### config.mk
export PLATFORM = sky130hd
export DESIGN_NAME = parking_duration_tracker
export DESIGN_NICKNAME = d
export VERILOG_FILES = /design/src/rtl/parking_pkg.sv /design/src/rtl/parking_duration_tracker_time_sub.sv /design/src/rtl/parking_duration_tracker.sv
export SDC_FILE = /design/constraint.sdc
export NUM_CORES = 1
export LEC_CHECK = 0
export ABC_AREA = 1
export CORE_UTILIZATION = 55
export DETAILED_ROUTE_END_ITERATION = 10
export PLACE_DENSITY = 0.79
export SYNTH_ARGS = -nofsm -noshare
export SYNTH_HDL_FRONTEND = slang
export SYNTH_SLANG_ARGS = --single-unit
### constraint.sdc
create_clock -name clk -period 2.65 [get_ports clk]
set_input_delay 0.265 -clock clk [delete_from_list [all_inputs] [get_ports clk]]
set_output_delay 0.265 -clock clk [all_outputs]
set_load 0.05 [all_outputs]
### src/rtl/parking_pkg.sv
// Shared definitions for the parking duration tracker: error codes reported
// alongside rejected entry/exit requests.
package parking_pkg;

  typedef enum logic [1:0] {
    ERR_NONE     = 2'b00,
    ERR_OCCUPIED = 2'b01,
    ERR_FREE     = 2'b10,
    ERR_RANGE    = 2'b11
  } err_code_e;

endpackage

### src/rtl/parking_duration_tracker_time_sub.sv
// Combinational modulo-2^WIDTH subtractor; the borrow out is discarded so a
// wrapped time base still yields the correct elapsed count.
module time_sub #(
  parameter int WIDTH = 8
) (
  input  logic [WIDTH-1:0] i_a,
  input  logic [WIDTH-1:0] i_b,
  output logic [WIDTH-1:0] o_diff
);

  assign o_diff = i_a - i_b;

endmodule

### src/rtl/parking_duration_tracker.sv
// Multi-slot parking duration engine: free-running parking clock, per-slot
// entry timestamps, registered duration results and error pulses.
module parking_duration_tracker
  import parking_pkg::*;
#(
  parameter int TIME_W = 8,
  parameter int SLOTS  = 4,
  parameter int SLOT_W = $clog2(SLOTS)
) (
  input  logic              clk,
  input  logic              rst_n,
  input  logic              tick,
  input  logic              entry_valid,
  input  logic [SLOT_W-1:0] entry_slot,
  input  logic              exit_valid,
  input  logic [SLOT_W-1:0] exit_slot,
  output logic [TIME_W-1:0] now,
  output logic [SLOTS-1:0]  occupied,
  output logic [SLOT_W:0]   free_count,
  output logic              full,
  output logic              empty,
  output logic              dur_valid,
  output logic [SLOT_W-1:0] dur_slot,
  output logic [TIME_W-1:0] duration,
  output logic              err_valid,
  output logic [1:0]        err_code
);

  typedef logic [TIME_W-1:0] time_t;

  localparam int SLOTS_P2 = 1 << SLOT_W;

  time_t             r_now;
  time_t             r_ts [SLOTS];
  logic [SLOTS-1:0]  r_occupied;
  logic [SLOT_W:0]   r_free_count;
  logic              r_full;
  logic              r_empty;
  logic              r_dur_valid;
  logic [SLOT_W-1:0] r_dur_slot;
  time_t             r_duration;
  logic              r_err_valid;
  err_code_e         r_err_code;

  logic [SLOTS_P2-1:0] w_occ_pad;
  logic                w_exit_range;
  logic                w_entry_range;
  logic                w_exit_legal;
  logic                w_entry_legal;
  err_code_e           w_err_code;
  time_t               w_ts_sel;
  time_t               w_diff;
  logic [SLOTS-1:0]    w_occ_next;
  logic [SLOT_W:0]     w_free_next;

  // Padding to a power of two keeps occupancy lookups in bounds for any index.
  assign w_occ_pad     = SLOTS_P2'(r_occupied);
  assign w_exit_range  = {1'b0, exit_slot}  >= (SLOT_W+1)'(SLOTS);
  assign w_entry_range = {1'b0, entry_slot} >= (SLOT_W+1)'(SLOTS);
  assign w_exit_legal  = exit_valid && !w_exit_range && w_occ_pad[exit_slot];
  // A same-slot exit frees the slot before the entry is considered.
  assign w_entry_legal = entry_valid && !w_entry_range &&
                         (!w_occ_pad[entry_slot] ||
                          (w_exit_legal && exit_slot == entry_slot));

  always_comb begin
    // NOTE: every combinational output gets a default first so no path leaves it unassigned (no latch).
    w_ts_sel = '0;
    for (int i = 0; i < SLOTS; i++) begin
      if (exit_slot == SLOT_W'(i)) w_ts_sel = r_ts[i];
    end
  end

  time_sub #(.WIDTH(TIME_W)) u_time_sub (
    .i_a    (r_now),
    .i_b    (w_ts_sel),
    .o_diff (w_diff)
  );

  always_comb begin
    w_err_code = ERR_NONE;
    if (exit_valid && !w_exit_legal)
      w_err_code = w_exit_range ? ERR_RANGE : ERR_FREE;
    else if (entry_valid && !w_entry_legal)
      w_err_code = w_entry_range ? ERR_RANGE : ERR_OCCUPIED;
  end

  always_comb begin
    w_occ_next  = r_occupied;
    w_free_next = '0;
    for (int i = 0; i < SLOTS; i++) begin
      if (w_exit_legal  && exit_slot  == SLOT_W'(i)) w_occ_next[i] = 1'b0;
      if (w_entry_legal && entry_slot == SLOT_W'(i)) w_occ_next[i] = 1'b1;
    end
    for (int i = 0; i < SLOTS; i++) begin
      w_free_next = w_free_next + (SLOT_W+1)'(!w_occ_next[i]);
    end
  end

  // NOTE: sequential state uses non-blocking assignments so every register samples pre-edge values.
  always_ff @(posedge clk or negedge rst_n) begin
    if (!rst_n) begin
      r_now        <= '0;
      r_occupied   <= '0;
      r_free_count <= (SLOT_W+1)'(SLOTS);
      r_full       <= 1'b0;
      r_empty      <= 1'b1;
      r_dur_valid  <= 1'b0;
      r_dur_slot   <= '0;
      r_duration   <= '0;
      r_err_valid  <= 1'b0;
      r_err_code   <= ERR_NONE;
      // NOTE: timestamps live in flops rather than RAM precisely so reset can clear them.
      for (int i = 0; i < SLOTS; i++) r_ts[i] <= '0;
    end else begin
      if (tick) r_now <= r_now + 1'b1;
      for (int i = 0; i < SLOTS; i++) begin
        if (w_entry_legal && entry_slot == SLOT_W'(i)) r_ts[i] <= r_now;
      end
      r_occupied   <= w_occ_next;
      r_free_count <= w_free_next;
      r_full       <= &w_occ_next;
      r_empty      <= ~|w_occ_next;
      r_dur_valid  <= w_exit_legal;
      if (w_exit_legal) begin
        r_dur_slot <= exit_slot;
        r_duration <= w_diff;
      end
      r_err_valid  <= (w_err_code != ERR_NONE);
      r_err_code   <= w_err_code;
    end
  end

  assign now        = r_now;
  assign occupied   = r_occupied;
  assign free_count = r_free_count;
  assign full       = r_full;
  assign empty      = r_empty;
  assign dur_valid  = r_dur_valid;
  assign dur_slot   = r_dur_slot;
  assign duration   = r_duration;
  assign err_valid  = r_err_valid;
  assign err_code   = r_err_code;

endmodule

==> results of run 1 <==
-- routing by layer --
| metal | global-route usage [%] | up-vias | share of wire, % |
|---|---|---|---|
| met1 | 33.9 | 1195 | 45 |
| met5 | 0 | - | 0 |
| met3 | 5.88 | 10 | 3.8 |
| met4 | 10.8 | 0 | 1.6 |
| li1 | - | 1250 | - |
| met2 | 42.9 | 59 | 50 |
-- area by class of cell --
| class | instances | share of cell area (%) |
|---|---|---|
| clock inverters | 4 | 1.18 |
| flip-flops and latches | 63 | 39.0 |
| repair buffers | 75 | 16.3 |
| multi-input cells | 233 | 35.0 |
| clock buffers | 12 | 3.59 |
| inverters | 29 | 2.69 |
| well taps | 72 | 2.23 |
-- layout by cell type, fill, tap and decap left out, types with 3 or more instances in the layout --
cell type        synthesis  final
a21oi_1                 10      8
a221oi_2                 0      3
buf_4                    0     35
clkbuf_8                 0     10
clkdlybuf4s50_1          0     37
dfrtp_1                 61     61
ha_1                    11     11
inv_1                   25     25
inv_2                    4      4
nand2_1                 90     89
nand2_2                  8      9
nand3_1                  6      6
nand3_4                  4      4
nand4_1                  3      3
nor2_1                  16     16
nor2_2                   4      4
o21ai_0                 15     13
o21ai_1                 13     14
o21ai_2                 21     22
xor2_1                   9      9
-- sequential cells by signal, summed over array words and instances, names as in the netlist --
name and flops:
r_ts 32, duration 8, now 8, occupied 4, free_count 3, dur_slot 2
err_code 2, dur_valid 1, empty 1, err_valid 1, full 1
-- critical path, delay by kind of cell --
| family | cells | cell delay [ns] |
|---|---|---|
| buffers and inverters | 3 | 0.74 |
| adder cells (fa/ha/maj) | 2 | 0.61 |
| AO/OA/AOI/OAI | 2 | 0.16 |
| AND/OR/NAND/NOR | 9 | 0.96 |
-- report_power, final --
part           switching [uW]  internal [uW]
combinational            1640           1060
sequential                290           1370
clock                     370            457
-- cell families (layout without fill, tap and decap cells) --
group                      count (synthesis)  after routing  synth area share, %
DFF                                       63             63                 50.5
xor gates and xnor gates                  10             10                 2.80
AOI/OAI and AO/OA                         70             70                 14.8
buffers and inverters                     35            120                 5.21
and+or+nand+nor                          141            141                 21.6
adders and majority gates                 12             12                 5.05
-- repair_timing --
action | CTS | global route
setup buffers | 0 | 1
gates resized for setup | 0 | 11
endpoints found under the setup margin | 0 | 3
hold buffers | 1 | 0
endpoints found under the hold margin | 24 | 0
-- worst paths after layout --
kind                          endpoint  slack (ns)  cells past startpoint
setup / recovery           duration[6]        0.16                     16
hold / removal                    full        0.47                      2
setup reg to reg           duration[6]        0.33                     12
hold reg to reg               r_ts[29]        0.49                      2
max in group asynchronous      r_ts[9]        1.44                      3
min in group clk              r_ts[29]        0.49                      2
-- stage by stage --
stage	hold slack [ns]	setup slack (ns)	power, uW
after floorplan	-0.0306	0.162	3340
after global placement	0.308	-0.199	4190
after detailed placement	0.316	-0.260	4290
after CTS	0.486	0.0754	5120
after global routing	0.510	0.00971	5520
final	0.472	0.162	5180
==> reports/results.md, run 1 <==
| Item | This run |
|:---|:---|
| Residual antenna-violating net count after detailed routing | 0 |
| Final TNS setup | 0 ns |
| Insertion delay of the later-clocked pin in the worst-skew pair | 0.35 ns |
| Most frequent CP cell | nand2_1 |
| Clock-pin slew reported for the worst setup and hold paths after clock tree synthesis | 0.07 ns |
| Total via count in the routed design | 2,514 |
| Dpl cell area | 3800 um2 |
| First-pass GRT wire length | 11,800 um |
| Netlist area before placement | 3120 um2 |
| Filler-free cell count of the finished design | 488 |
| DRC violations left | 0 |
| Pwr dens | 1280 nW/um2 |
| Synthesis-to-layout area growth | 29.5% |
| Net count reported at finish | 432 |
| Area inside the core boundary | 5510 um2 |
| Height of the die | 77.4 um |
| Initial Util | 56.7% |
| Number of H-tree levels | 3 |
| Detailed-router iteration count before antenna repair | 4 |
| Total routing resource utilization after global routing | 26.3% |
| Slew at the pin closest to its max-slew limit | 0.640 ns |
| Number of endpoints with negative hold slack in the final report | 0 |
| Antenna Diode Count | 0 |
| Final Max Tran Viols | 0 |
| Congestion Overflow GR | 0 |
| Critical setup path kind | primary input to flip-flop |
| Worst-case vdd ir drop | 0.000971 V |
| Top cell types by occurrence after synthesis | nand2_1, dfrtp_1, inv_1 |
| Routability cong. | 0.897 |
| Routed vias/inst | 5.15 |
| Clk root buf | clkbuf_8 |
| Detail-routed net length per standard cell | 14.5 um |
| Initial antenna violation count | 0 |
| Worst slew margin | 57.4% |
| Setup repair after global routing missed its margin | no |
| Max Clk Rate | 402 MHz |
| Critical path arrival | 2.73 ns |
| Final setup violating endpoints | 0 |
| Synth async-reset ratio | 100% |
| Placement Rows | 27 |
| Via count of the first global-routing pass | 2,507 |
| Largest area contributor in the synthesized netlist | dfrtp_1 |
| Critical Path Start Type | primary input |
| Post-layout util | 73.5% |
| CP peak stage delay | 0.43 ns |
| Cell count after synthesis | 331 |
| Final worst-path cycle share | 93.9% |
| Area enclosed by the die boundary | 5990 um2 |
| Syn_nets | 352 |
| Placed cell count | 470 |
| Path type of the worst min-delay path | primary input to asynchronous set/reset pin |
| Share of layout cells above drive strength 1 | 25.5% |
| Run status | completed |
| Detailed placer's ending HPWL | 5130 um |
| Post-Syn Area per Cell | 9.44 um2 |
| Part of the Yosys area used for sequential elements | 50.5% |
| Share of Yosys cell area claimed by the top area cell type | 48.9% |
| Largest net degree at the start of global routing | 29 |
| Top area cells in the synthesized netlist | dfrtp_1, nand2_1, o21ai_2, ha_1, inv_1 |
| Clk_skew | 0.0124 ns |
| Flop and latch count out of synthesis | 63 |
| Top flip-flop cell by instance count after synthesis | dfrtp_1 |
| I/O pin count | 40 |
| Clock buffers created by TritonCTS | 9 |
| Starting DRT DRC Count | 114 |
| Slowest cell on the critical path | clkdlybuf4s50_1 |
| Multi-input combinational cell area | 1420 um2 |
| Cell variety after synth | 34 |
| Layout filler cell count | 415 |
| Routed wire length | 7070 um |
| Max Buffers Root-to-Sink | 2 |
| Clock net sink count | 63 |
| EDFF count, synth | 0 |
| Type of element capturing the critical path | flip-flop |
| Ys Warns | 0 |
| Most frequent cell after synthesis | nand2_1 |
| Cell-by-cell trace of the critical path | clkdlybuf4s50_1 -> inv_2 -> nand2_2 -> buf_4 -> nor2_1 -> o21ai_1 -> ha_1 -> fa_1 -> nand3b_1 -> nand2_1 -> nand2_1 -> nand2_1 -> a21oi_1 -> or2_2 -> nand3_1 -> nand2_1 |
| Crit path from | exit_slot[0] |
| Post-route minimum period | 2.49 ns |
| Non-Filler Cell Area, Final | 4050 um2 |
| Launch instance of the worst register-to-register path | r_ts[24] |
| Port Buf Inserts | 39 |
| Leakage Power | 0.00198 uW |
| Data required time at the worst endpoint | 2.89 ns |
| TritonCTS clock tree | built |
| Worst-path maximum fanout | 6 |
| Count of max-cap constraint violations | 0 |
| Flip-flop and latch area | 1580 um2 |
| Die X | 77.4 um |
No activity file was read; power rests on OpenSTA's default activity.
==> run 2: changes to the inputs <==
- CTS_CLUSTER_SIZE: not set -> 20
- GPL_ROUTABILITY_DRIVEN: not set -> 1
==> results of run 2 <==
Final layout, timing and power as in run 1 (identical DEF).
==> run 3: changes to the inputs <==
- CELL_PAD_IN_SITES_DETAIL_PLACEMENT: not set -> 1
- CELL_PAD_IN_SITES_GLOBAL_PLACEMENT: not set -> 1
- CORE_UTILIZATION: 55 -> 42
- PLACE_DENSITY: 0.79 -> 0.83
==> reports/results.md, run 3 (synthesis gave the netlist of run 1 again) <==
| Item | This run | Change |
|:---|:---|:---|
| Run status | completed |  |
| Initial antenna violation count | 0 | unchanged |
| Post-layout util | 56.8% | -17 points |
| Share of layout cells above drive strength 1 | 26.0% | +0.48 points |
| Port Buf Inserts | 39 | unchanged |
| Slack of the critical path | 0.0391 ns | -0.123 ns |
| Critical Path Start Type | primary input |  |
| Starting DRT DRC Count | 138 | +21% |
| Insertion delay of the later-clocked pin in the worst-skew pair | 0.34 ns | about the same |
| Clock-pin slew reported for the worst setup and hold paths after clock tree synthesis | 0.07 ns | about the same |
| Max reg flops | 32 | unchanged |
| Area inside the core boundary | 7210 um2 | +31% |
| Detail-routed net length per standard cell | 16.6 um | +15% |
| Residual antenna-violating net count after detailed routing | 0 | unchanged |
| Initial Util | 43.3% | -13 points |
| Net count reported at finish | 432 | unchanged |
| Critical path arrival | 2.85 ns | +0.12 ns |
| Largest register by flop count | r_ts |  |
| Post-route minimum period | 2.61 ns | +0.123 ns |
| Routed vias/inst | 5.16 | +0.11% |
| Die X | 88.2 um | +14% |
| Clock buffers created by TritonCTS | 9 | unchanged |
| Worst-case vdd ir drop | 0.000584 V | -40% |
| Number of endpoints with negative hold slack in the final report | 0 | unchanged |
| Layout filler cell count | 861 | +110% |
| Total power | 5280 uW | +1.8% |
| Final TNS setup | 0 ns | unchanged |
| Congestion Overflow GR | 0 | unchanged |
| Post-placement worst setup slack | -0.539 ns | -0.279 ns |
| Leading cell type in the layout, fill and taps excluded | nand2_1 |  |
| Data required time at the worst endpoint | 2.88 ns | about the same |
| Max Buffers Root-to-Sink | 2 | unchanged |
| Total routing resource utilization after global routing | 24.1% | -2.2 points |
| Leakage Power | 0.00198 uW | about the same |
| Clk root buf | clkbuf_8 |  |
| I/O pin count | 40 | unchanged |
| Number of H-tree levels | 3 | unchanged |
| Final Max Tran Viols | 0 | unchanged |
| TritonCTS clock tree | built |  |
| Synthesis-to-layout area growth | 31.1% |  |
| DRC violations left | 0 | unchanged |
| Final worst-path cycle share | 98.5% | +4.6 points |
| Detailed placer's ending HPWL | 6350 um | +24% |
| Type of element capturing the critical path | flip-flop |  |
| Height of the die | 88.2 um | +14% |
| First-pass GRT wire length | 13,900 um | +18% |
| Pwr dens | 1290 nW/um2 | +0.61% |
| Total via count in the routed design | 2,656 | +5.6% |
| Clk_skew | 0.0124 ns | +0.0000694 ns |
| Path type of the worst min-delay path | primary input to asynchronous set/reset pin |  |
| Clock net sink count | 63 | unchanged |
| Placement Rows | 31 | +15% |
| Routed wire length | 8560 um | +21% |
| Antenna Diode Count | 0 | unchanged |
| Count of max-cap constraint violations | 0 | unchanged |
| Worst-path maximum fanout | 6 | unchanged |
| Critical setup path kind | primary input to flip-flop |  |
| Area enclosed by the die boundary | 7790 um2 | +30% |
| Commonest non-fill, non-tap cells in the layout | nand2_1, dfrtp_1, clkdlybuf4s50_1 |  |
| Via count of the first global-routing pass | 2,957 | +18% |
| Setup repair after global routing missed its margin | yes |  |
| Detailed-router iteration count before antenna repair | 5 | +1 |
| Final setup violating endpoints | 0 | unchanged |
| Worst slew margin | 64.7% | +7.4 points |
| Slew at the pin closest to its max-slew limit | 0.527 ns | -0.112 ns |
| Routability cong. | 0.807 | -10% |
| Largest net degree at the start of global routing | 55 | +90% |
| Max Clk Rate | 383 MHz | -4.7% |
## run 3: metrics by stage
step	instance area (um2)	std cells	hold WS [ns]
finish	4100	515	0.318
global route	4100	515	0.338
CTS	4060	513	0.312
detailed placement	3830	495	0.140
global placement	3830	495	0.132
floorplan	3120	331	-0.0306
## run 3: per-layer routing
layer	up-vias	GRT usage, %	share of wire [%]
met2	64	42.0	51
met3	23	3.92	2.6
met4	0	13.3	3.0
li1	1252	-	-
met5	-	0	0
met1	1317	28.3	43
## run 3: what timing repair did
| item | CTS | global route |
|---|---|---|
| buffers inserted | 1 | 2 |
| hold buffers | 1 | 0 |
| gates resized for setup | 6 | 8 |
| setup endpoints to repair | 3 | 5 |
| hold endpoints to repair | 7 | 0 |
| pin swaps | 1 | 1 |
## run 3: cell type report
| class | count | area (um2) | area share, % |
|---|---|---|---|
| Tap cell | 99 | 124 | 3.02 |
| Inverter | 29 | 109 | 2.66 |
| Multi-Input combinational cell | 233 | 1430 | 34.8 |
| Clock inverter | 4 | 45.0 | 1.10 |
| Sequential cell | 63 | 1580 | 38.5 |
| Clock buffer | 12 | 145 | 3.54 |
| Timing Repair Buffer | 75 | 669 | 16.3 |
## run 3: path summary, 6_finish.rpt
kind | slack, ns | from | depth (start not counted) | end
max | 0.04 | exit_slot[0] | 16 | duration[6]
min | 0.32 | rst_n | 2 | occupied[2]
max reg2reg | 0.28 | r_ts[24] | 12 | duration[6]
min reg2reg | 0.48 | r_ts[30] | 2 | r_ts[30]
max in group asynchronous | 1.76 | rst_n | 3 | r_ts[20]
min in group clk | 0.48 | r_ts[30] | 2 | r_ts[30]
## run 3: critical path, cell delays in order
cell and delay (ns):
clkdlybuf4s50_1 0.45, inv_2 0.13, nand2_2 0.09, buf_4 0.18, nor2_1 0.13, o21ai_1 0.09
ha_1 0.22, fa_2 0.37, nand3b_1 0.17, nand2_1 0.10, nand2_1 0.08, nand2_1 0.09
a21oi_2 0.07, or2_2 0.27, nand3_1 0.08, nand2_1 0.06
## run 3: power by group
part / leakage [uW] / internal, uW / total (uW) / switching, uW
Clock: 0.000100 / 456 / 821 / 365
Sequential: 0.000786 / 1370 / 1680 / 312
Combinational: 0.00109 / 1060 / 2780 / 1710
==> RTL change (config.mk and constraints of run 1) <==
Register the output `err_valid` once more, cleared by the reset; this adds one clock of latency there. The other outputs are not delayed to match.
--- a/src/rtl/parking_duration_tracker.sv
+++ b/src/rtl/parking_duration_tracker.sv
@@ -139,7 +139,13 @@
   assign dur_valid  = r_dur_valid;
   assign dur_slot   = r_dur_slot;
   assign duration   = r_duration;
-  assign err_valid  = r_err_valid;
+  always_ff @(posedge clk or negedge rst_n) begin
+    if (!rst_n) begin
+      err_valid <= '0;
+    end else begin
+      err_valid <= r_err_valid;
+    end
+  end
   assign err_code   = r_err_code;
 
 endmodule
Check against the original RTL: not equivalent (Yosys sat finds a counterexample within 4 cycles, from zero or initial values and one cycle with rst_n low).
==> RTL change against run 1 <==
Routed wire length shrank 4.8%. Power fell by 0.82%. Sequential cell count increased by 1. Synthesized area up 0.80%. Sequential share of layout area increased by 0.41 points. Setup slack better by 0.15 ns. Design area up 0.53%. Die area is 0.78% higher. First-iteration DRC count decreased by 2.6%. Final cell count fell by 0.41%. Critical path type is now reg2reg.
==> RTL change: results (changes against run 1) <==
----------------------------------------------------
[Pwr]
  Peak ir drop on the vdd network ... 0.838 mV (-14%)
  Switching share of total power ... 43.7% (-0.76 points)
  Leakage power ... 1.99 nW (+0.67%)

[Logic synthesis]
  Seq/Total Area, Yosys ... 50.9% (+0.39 points)
  Commonest cells post-synth ... nand2_1, dfrtp_1, inv_1
  Adder-cell share of the synthesized area ... 5.01% (-0.040 points)
  Number of distinct library cells after synthesis ... 34 (unchanged)
  Warning count from the yosys run ... 0 (unchanged)
  Share of the synthesized area in compound gates (AO/OA/AOI/OAI) ... 14.7% (-0.12 points)
  Synthesized Nets ... 353 (+0.28%)
  Post-Synth XOR/XNOR Area ... 2.78% (-0.022 points)
  Async set or reset register ratio after synthesis ... 100% (unchanged)
  Top cells by area, synth ... dfrtp_1, nand2_1, o21ai_2

[Placed design]
  Final Wtd Congestion ... 0.850 (-5.3%)
  HPWL after detailed placement ... 4900 um (-4.6%)
  Cell Area, Placed ... 0.00381 sq mm (+0.20%)

[Detailed routing]
  Met2 WL post-DR ... 3350 um (-4.7%)
  Average wire per standard cell ... 13.9 um (-4.4%)
  Total length of routed met3 wires ... 262 um (-3.0%)
  Sum of routed wire segments on met1 ... 3060 um (-3.5%)
  Drt via density ... 5.13 (-0.39%)
  Count of TritonRoute iterations in the first routing pass ... 4 (unchanged)
  First-iteration detailed-routing DRC count ... 111 (-2.6%)

[Status]
  Outcome ... finished clean

[Critical path]
  Critical path class ... reg2reg
  CP max FO ... 2 (-4)
  Slowest stage cell on the critical path ... dfrtp_1
  Slowest stage delay, CP ... 0.40 ns (-0.03 ns)
  Setup slack of the worst register-to-register path ... 0.32 ns

[GRT]
  Total track usage ... 24.9% (-1.4 points)
  Wire length of the first global-routing pass ... 11500 um (-2.7%)
  Maximum number of pins on one net before global-route repair ... 36 (+24%)
  Number of global-route vias before repair ... 2505 (-0.080%)

[Clock tree]
  Clk slew on worst S/H paths ... 0.07 ns (about the same)
  Clock latency reported for the late side of the worst-skew pair ... 0.33 ns (-0.02 ns)
  Root Driver ... clkbuf_8

[Cells and area]
  Final-stage net count ... 430 (-0.46%)
  Max FFs per register ... 32 (unchanged)
  Filler Cell Count ... 388 (-6.5%)
  Fraction of final layout cells with drive strength greater than 1 ... 24.9% (-0.60 points)
  Largest Register ... r_ts

[STA]
  Actual slew at the worst max-slew pin ... 0.680 ns (+0.0404 ns)
  Final Skew ... 0.00689 ns (-0.00548 ns)

[Min path]
  Min-delay worst type ... reg2reg
  Hold depth ... 0

----------------------------------------------------
[RTL change: changes by cell type after synthesis, sizes merged]
| cell | change |
|---|---|
| dfrtp | +1 |
[RTL change: final cells by class]
| class | instances | area [sq um] | area share [%] |
|---|---|---|---|
| Sequential cell | 64 | 1600 | 39.4 |
| Multi-Input combinational cell | 233 | 1410 | 34.5 |
| Timing Repair Buffer | 72 | 653 | 16.1 |
| Clock buffer | 11 | 151 | 3.72 |
| Inverter | 29 | 109 | 2.68 |
| Tap cell | 72 | 90.1 | 2.21 |
| Clock inverter | 5 | 55.1 | 1.35 |
[RTL change: cells by family after synthesis]
group | after synthesis
DFF | 64
and+or+nand+nor | 141
AOI/OAI and AO/OA | 70
adders and majority gates | 12
buffers and inverters | 35
xor gates and xnor gates | 10
[RTL change: power groups by stage]
stage,combinational (mW),clock (mW),sequential [mW]
floorplan,1.12,0,2.25
global placement,2.54,0,1.66
detailed placement,2.60,0,1.68
CTS,2.62,0.860,1.67
global route,2.87,0.901,1.72
finish,2.62,0.844,1.67
[RTL change: per-layer routing]
layer  vias up  global-route usage (%)
li1       1242                       -
met4         0                    7.36
met1      1186                    31.7
met2        60                    42.8
met3         6                    4.94
met5         -                       0
[RTL change: repair_timing]
item | in CTS | in global routing
endpoints found under the setup margin | 0 | 4
resized for setup | 0 | 10
setup buffers | 0 | 2
hold buffers | 1 | 0
hold endpoints to repair | 24 | 0
[RTL change: worst max path at each step]
stage	to	slack (ns)
after floorplan	duration[6]	0.16
after global placement	duration[7]	-0.22
after detailed placement	duration[6]	-0.31
after CTS	duration[6]	0.02
after global routing	duration[6]	0.16
final	duration[6]	0.32
[RTL change: stage by stage]
step	worst slack (ns)	power [mW]	hold slack, ns	instances
finish	0.316	5.14	0.348	486
CTS	0.0244	5.14	0.351	484
detailed placement	-0.312	4.28	0.336	467
floorplan	0.162	3.36	-0.0306	332
global placement	-0.222	4.20	0.332	467
global route	0.161	5.50	0.360	486
[RTL change: worst max-delay path: cells and delay by family (launching register included)]
family | cells | cell delay (ns)
compound gates | 3 | 0.45
flops | 1 | 0.40
fa+ha+maj | 2 | 0.59
simple gates | 7 | 0.79
